**config.mk**
```make
export PLATFORM = sky130hd
export DESIGN_NAME = instruction_fetch
export DESIGN_NICKNAME = d
export VERILOG_FILES = /design/src/rtl/instruction_fetch.sv
export SDC_FILE = /design/constraint.sdc
export NUM_CORES = 1
export LEC_CHECK = 0
export CORE_ASPECT_RATIO = 0.7
export CORE_MARGIN = 5
export CORE_UTILIZATION = 46
export CTS_CLUSTER_DIAMETER = 80
export DETAILED_ROUTE_END_ITERATION = 6
export PLACE_DENSITY = 0.85
export SLEW_MARGIN = 10
export SYNTH_ARGS = -nofsm -noshare
export SYNTH_HDL_FRONTEND = slang
export SYNTH_SLANG_ARGS = --single-unit
```
**constraint.sdc**
```tcl
create_clock -name clk -period 2.27 [get_ports clk]
set_input_delay 0.454 -clock clk [delete_from_list [all_inputs] [get_ports clk]]
set_output_delay 0.454 -clock clk [all_outputs]
set_load 0.02 [all_outputs]
```
**src/rtl/instruction_fetch.sv**
```systemverilog
// PC and fetch sequencer feeding a 1-cycle-latency synchronous instruction ROM.
// Define FETCH_HALT_EN to stop fetching when HALT_WORD is presented to decode.
module instruction_fetch #(
  parameter int ADDR_WIDTH = 16,
  parameter int INSTR_WIDTH = 16,
  parameter logic [INSTR_WIDTH-1:0] HALT_WORD = {INSTR_WIDTH{1'b1}}
) (
  input  logic                   clk,
  input  logic                   reset,
  output logic [ADDR_WIDTH-1:0]  imem_address,
  input  logic [INSTR_WIDTH-1:0] imem_instruction,
  input  logic                   stall,
  input  logic                   redirect_en,
  input  logic [ADDR_WIDTH-1:0]  redirect_target,
  output logic [INSTR_WIDTH-1:0] instruction,
  output logic [ADDR_WIDTH-1:0]  instruction_pc,
  output logic                   instruction_valid,
  output logic                   halted
);

`ifdef FETCH_HALT_EN
  localparam bit HALT_EN = 1'b1;
`else
  localparam bit HALT_EN = 1'b0;
`endif

  typedef enum logic [1:0] {S_RESET, S_WARMUP, S_RUN, S_HALTED} state_t;

  state_t                state, state_next;
  logic [ADDR_WIDTH-1:0] fetch_pc, fetch_pc_next;
  logic [ADDR_WIDTH-1:0] out_pc, out_pc_next;
  logic                  valid_q, valid_next;
  logic                  halt_hit;

  // With the feature disabled this is constant 0, so HALTED can never be entered.
  assign halt_hit = HALT_EN && (imem_instruction == HALT_WORD);

  assign instruction    = imem_instruction;
  assign instruction_pc = out_pc;

  always_ff @(posedge clk) begin
    if (reset) begin
      state    <= S_RESET;
      fetch_pc <= '0;
      out_pc   <= '0;
      valid_q  <= 1'b0;
    end else begin
      state    <= state_next;
      fetch_pc <= fetch_pc_next;
      out_pc   <= out_pc_next;
      valid_q  <= valid_next;
    end
  end

  always_comb begin
    state_next        = state;
    fetch_pc_next     = fetch_pc;
    out_pc_next       = out_pc;
    valid_next        = valid_q;
    imem_address      = '0;
    instruction_valid = 1'b0;
    halted            = 1'b0;

    case (state)
      S_RESET: begin
        state_next = S_WARMUP;
      end
      S_WARMUP: begin
        fetch_pc_next = ADDR_WIDTH'(1);
        out_pc_next   = '0;
        valid_next    = 1'b1;
        state_next    = S_RUN;
      end
      S_RUN: begin
        instruction_valid = valid_q & ~redirect_en;
        if (redirect_en) begin
          imem_address  = redirect_target;
          out_pc_next   = redirect_target;
          fetch_pc_next = redirect_target + ADDR_WIDTH'(1);
          valid_next    = 1'b1;
        end else if (stall) begin
          // Re-read the held word so the ROM output stays on it.
          imem_address = out_pc;
        end else begin
          imem_address = fetch_pc;
          if (valid_q && halt_hit) begin
            state_next = S_HALTED;
            valid_next = 1'b0;
          end else begin
            out_pc_next   = fetch_pc;
            fetch_pc_next = fetch_pc + ADDR_WIDTH'(1);
          end
        end
      end
      S_HALTED: begin
        halted = HALT_EN;
        if (redirect_en) begin
          imem_address  = redirect_target;
          out_pc_next   = redirect_target;
          fetch_pc_next = redirect_target + ADDR_WIDTH'(1);
          valid_next    = 1'b1;
          state_next    = S_RUN;
        end else begin
          imem_address = out_pc;
        end
      end
      default: begin
        state_next = S_RESET;
      end
    endcase

    if (reset) begin
      imem_address      = '0;
      instruction_valid = 1'b0;
      halted            = 1'b0;
    end
  end

endmodule

```
* After elaboration in Yosys (flattened, before gate mapping) *
Index checks and enable logic that the tools add are counted.

cells by class
  multiplexer cells = 16
  equal/unequal tests = 6
  add/sub/neg operators = 2
  reductions and logical operators = 7
  bitwise logic cells = 3

operator list
  kind                                                  count
  2-to-1 mux 16 bit                                     7
  case mux 16 bit (3 select lines)                      2
  adder 16 x 1 -> 16 bit (second input constant)        2
  case mux 16 bit (2 select lines)                      1
  case mux 2 bit (3 select lines)                       1
  equality test 2 bit (second input constant)           2
  AND reduction 2 bit                                   2
  2-to-1 mux 1 bit                                      3
  != test 3 bit (second input constant)                 1
  AND reduction 3 bit                                   1
  nonzero test 3 bit                                    1
  equality test 2 x 1 -> 1 bit (second input constant)  1
  zero test 2 bit                                       1
  2-to-1 mux 2 bit                                      1
  != test 2 x 1 -> 1 bit (second input constant)        1
  != test 2 bit (second input constant)                 1
  NOT 1 bit                                             2
  case mux 1 bit (2 select lines)                       1
  nonzero test 2 bit                                    1
  OR reduction 2 bit                                    1
  AND 1 bit                                             1

word-level totals
  bits of input ports = 36
  logic and storage cells = 38
  output and inout port bits = 50
  flip-flop bits (word level) = 35

* Longest topological paths before layout *
  depth after elaboration = 4
  depth in mapped cells = 7
  depth with buffers taken out = 6

* Least setup slack after synthesis *
OpenSTA, ideal clock, no wires.

  path kind = register -> output
  start = reg state[0]
  end = out imem_address[0]
  arrival time = 1.505 ns
  data required time = 1.816 ns
  stages on the path, launching flop included = 6
  setup slack = 0.311 ns
  path buffers = 2
  cell sequence = dfxtp_1 > buf_6 > or3b_1 > buf_6 > o21a_1 > a21oi_1

between the ends
  longest elaborated chain between the ends = 3
  elaborated cells between the ends (all ways) = 4
  classes of those cells = eq/ne (2); mux (2)

ends and longest elaborated chain
  element                               RTL line  text
  start, declared                       29        state_t state, state_next;
  start signal, assigned                48        state <= state_next;
  equality test 2 bit                   64        case (state)
  case mux 16 bit (2 select lines) (*)  64
  2-to-1 mux 16 bit (*)                 112       if (reset) begin
  end, declared                         10        output logic [ADDR_WIDTH-1:0] imem_address,

Every way passes the cells marked *; elsewhere a longest branch is shown, timed or not.

* Worst setup path after layout *
  start = reg state[0]
  end = out imem_address[5]

The elaborated chain is that of the path after synthesis.

==> flow_metrics.tcl <==
set metrics [dict create \
    yosysWarningCount 0 \
    start_kind "flip-flop" \
    syn2layout_area_growth_pct 34.1 \
    start_util_pct 47.4 \
    synth_area_per_cell_um2 8.27 \
    cpMaxStageDelayCell "dfxtp_4" \
    cp_common_cell "buf_4" \
    ys_types 60 \
    ys_seq_area_share_pct 28.1 \
    synth_most_common_cell "dfxtp_1" \
    clk_pin_slew_ns 0.07 \
    antenna_cells 0 \
    placementRows 22 \
    gp_congestion 0.923 \
    die_area_mm2 0.00701 \
    die_h_um 71.6 \
    synthFlopType "dfxtp_1" \
    first_iter_violations 222 \
    critPathKind "reg -> out" \
    netlist_top_cells_count "dfxtp_1, nor2_1, nand2_1, buf_4, a21o_1" \
    synth_area_mm2 0.00249 \
    hp-class "reg -> reg" \
    fin_worst_skew_ns 0.00732 \
    cts.sinks 35 \
    synthArstFlopShare_pct 0 \
    p_per_area_mw_per_mm2 475 \
    port_buffers 52 \
    clk_path_buf_depth 2 \
    synth-edff-count 0 \
    placed_area_mm2 0.00329 \
    numCtsBuffers 5 \
    cts_tree "done" \
    drive_gt1_share_pct 28.2 \
    cts_hold_buf 0 \
    cp-end-kind "output port" \
    crit_arrival_ns 1.80 \
    final_nets 422 \
    tns_ns 0 \
    worst_hold_slack_ns 0.472 \
    netlist.area_leader.share_pct 28.1 \
    finalCriticalPeriod_ns 2.25 \
    drc 0 \
    dpl.hpwl_um 6170 \
    ios 86 \
    root_buffer "clkbuf_8" \
    antenna_found_initial 0 \
    grt-ovfl-total 0 \
    synth.area.top_cells "dfxtp_1, buf_4, a21o_1" \
    min-delay-start "valid_q" \
    wire_per_inst_um 18.0 \
    gr-usage-all-layers_pct 23.6 \
    post-route-cell-area_mm2 0.00334 \
    via_per_inst 5.86 \
    finalCritPeriodShare_pct 99.2 \
    path_cells "buf_4 > nor4b_2 > buf_4 > a22oi_1 > a21oi_1 > buf_4" \
    ys_ff_latch 35 \
    drv_slew 0 \
    critical_path.startpoint "state[0]" \
    syn_nets 339 \
    cap_violations 0 \
    grt_max_degree 21 \
    max_stage_delay_ns 0.39 \
    grt_pass1_vias 2678 \
    worstReg2RegStart "fetch_pc[0]" \
    vias 2665 \
    fin_util_pct 63.5 \
    clk_latency_ns 0.30 \
    outcome "completed" \
    yosys.area.top_type "dfxtp_1" \
    max_freq_mhz 444 \
    die_x_um 97.9 \
    synth_cells 301 \
    first_pass_iters 6 \
    finalSetupViolCount 0 \
    worstPathRequired_ns 1.82 \
    ant_nets 0 \
    cp_max_fo 7 \
    htree_levels 2 \
    detail_route.wirelength_um 8200 \
    core_area_mm2 0.00526 \
    hold_viol_final 0 \
    p_leak_uw 0.00147 \
    peakVddDrop_mv 0.321 \
    grt_pass1_wl_um 13300 \
]
layout make-up:
type | instances | area, µm²
Sequential cell | 35 | 706
Multi-Input combinational cell | 230 | 1560
Inverter | 2 | 7.51
Tap cell | 72 | 90.1
Timing Repair Buffer | 110 | 906
Fill cell | 427 | 1920
Clock buffer | 6 | 72.6
placed cells by master (no fill, tap or decap), drive strengths merged, types with 2 or more instances in the layout:
cell type | synthesis | final
a21oi | 15 | 15
nor4 | 2 | 2
nand3 | 9 | 9
a22oi | 8 | 8
nor2b | 4 | 4
o21a | 4 | 4
nor3 | 12 | 12
mux2i | 12 | 12
a221oi | 2 | 2
inv | 2 | 2
ha | 2 | 2
mux2 | 11 | 11
buf | 31 | 70
and3 | 4 | 4
nand2 | 22 | 22
nand2b | 3 | 3
a21o | 18 | 18
clkdlybuf4s15 | 0 | 3
a31oi | 5 | 5
xor2 | 2 | 2
and4 | 5 | 5
and2 | 3 | 3
nand4 | 8 | 8
nor2 | 30 | 30
xnor2 | 12 | 12
o21ai | 16 | 16
a211oi | 2 | 2
clkdlybuf4s50 | 0 | 33
dfxtp | 35 | 35
clkbuf | 3 | 9
or3 | 3 | 3
power breakdown:
group | total, µW | switching (µW) | leakage, µW | internal [µW]
Combinational | 469 | 237 | 0.00115 | 233
Clock | 434 | 229 | 0.0000371 | 205
Sequential | 683 | 39.1 | 0.000285 | 644
kinds of logic (layout without fill, tap and decap cells):
family,Yosys count,count (layout),share of synthesized area (%)
multiplexers,23,23,9.80
adder cells (fa/ha/maj),2,2,1.00
other,1,1,0.151
AO/OA/AOI/OAI,80,80,21.9
buffers and inverters,36,118,10.3
flip-flops,35,35,28.1
AND/OR/NAND/NOR,110,110,23.8
XOR/XNOR,14,14,4.92
final timing paths:
| path | end | slack, ns | depth (start not counted) |
|---|---|---|---|
| setup / recovery | imem_address[5] | 0.02 | 6 |
| hold / removal | valid_q | 0.47 | 2 |
| setup reg to reg | fetch_pc[8] | 0.38 | 6 |
| hold reg to reg | valid_q | 0.47 | 2 |
per-stage QoR:
stage | power (µW) | worst slack [ns] | instances
after floorplan | 959 | 0.311 | 301
after global placement | 1140 | -0.643 | 448
after detailed placement | 1150 | -0.735 | 448
after CTS | 1570 | -0.00960 | 455
after global routing | 1650 | -0.00977 | 455
final | 1590 | 0.0181 | 455
per-layer routing:
metal  vias up  track usage (%)  part of all wire, %
met2       143             38.9                   45
li1       1248                -                    -
met4         0             5.68                  1.2
met3        14             9.05                   10
met5         -                0                    0
met1      1260             29.2                   43
registers in the layout, indices dropped and copies added, names as in the netlist:
register	count
fetch_pc	16
instruction_pc	16
valid_q	1
state	2
critical path, delay by kind of cell (launching register included):
family,cells,cell delay [ns]
DFF,1,0.39
and+or+nand+nor,1,0.29
AOI/OAI and AO/OA,2,0.29
buffers and inverters,3,0.53
repair_timing:
action | 4_1_cts | 5_1_grt
hold endpoints to repair | 0 | 0
gates cloned | 0 | 0
gates resized for setup | 56 | 25
endpoints found under the setup margin | 17 | 17
buffers inserted | 1 | 0
Power figures use the tool's default switching activity.
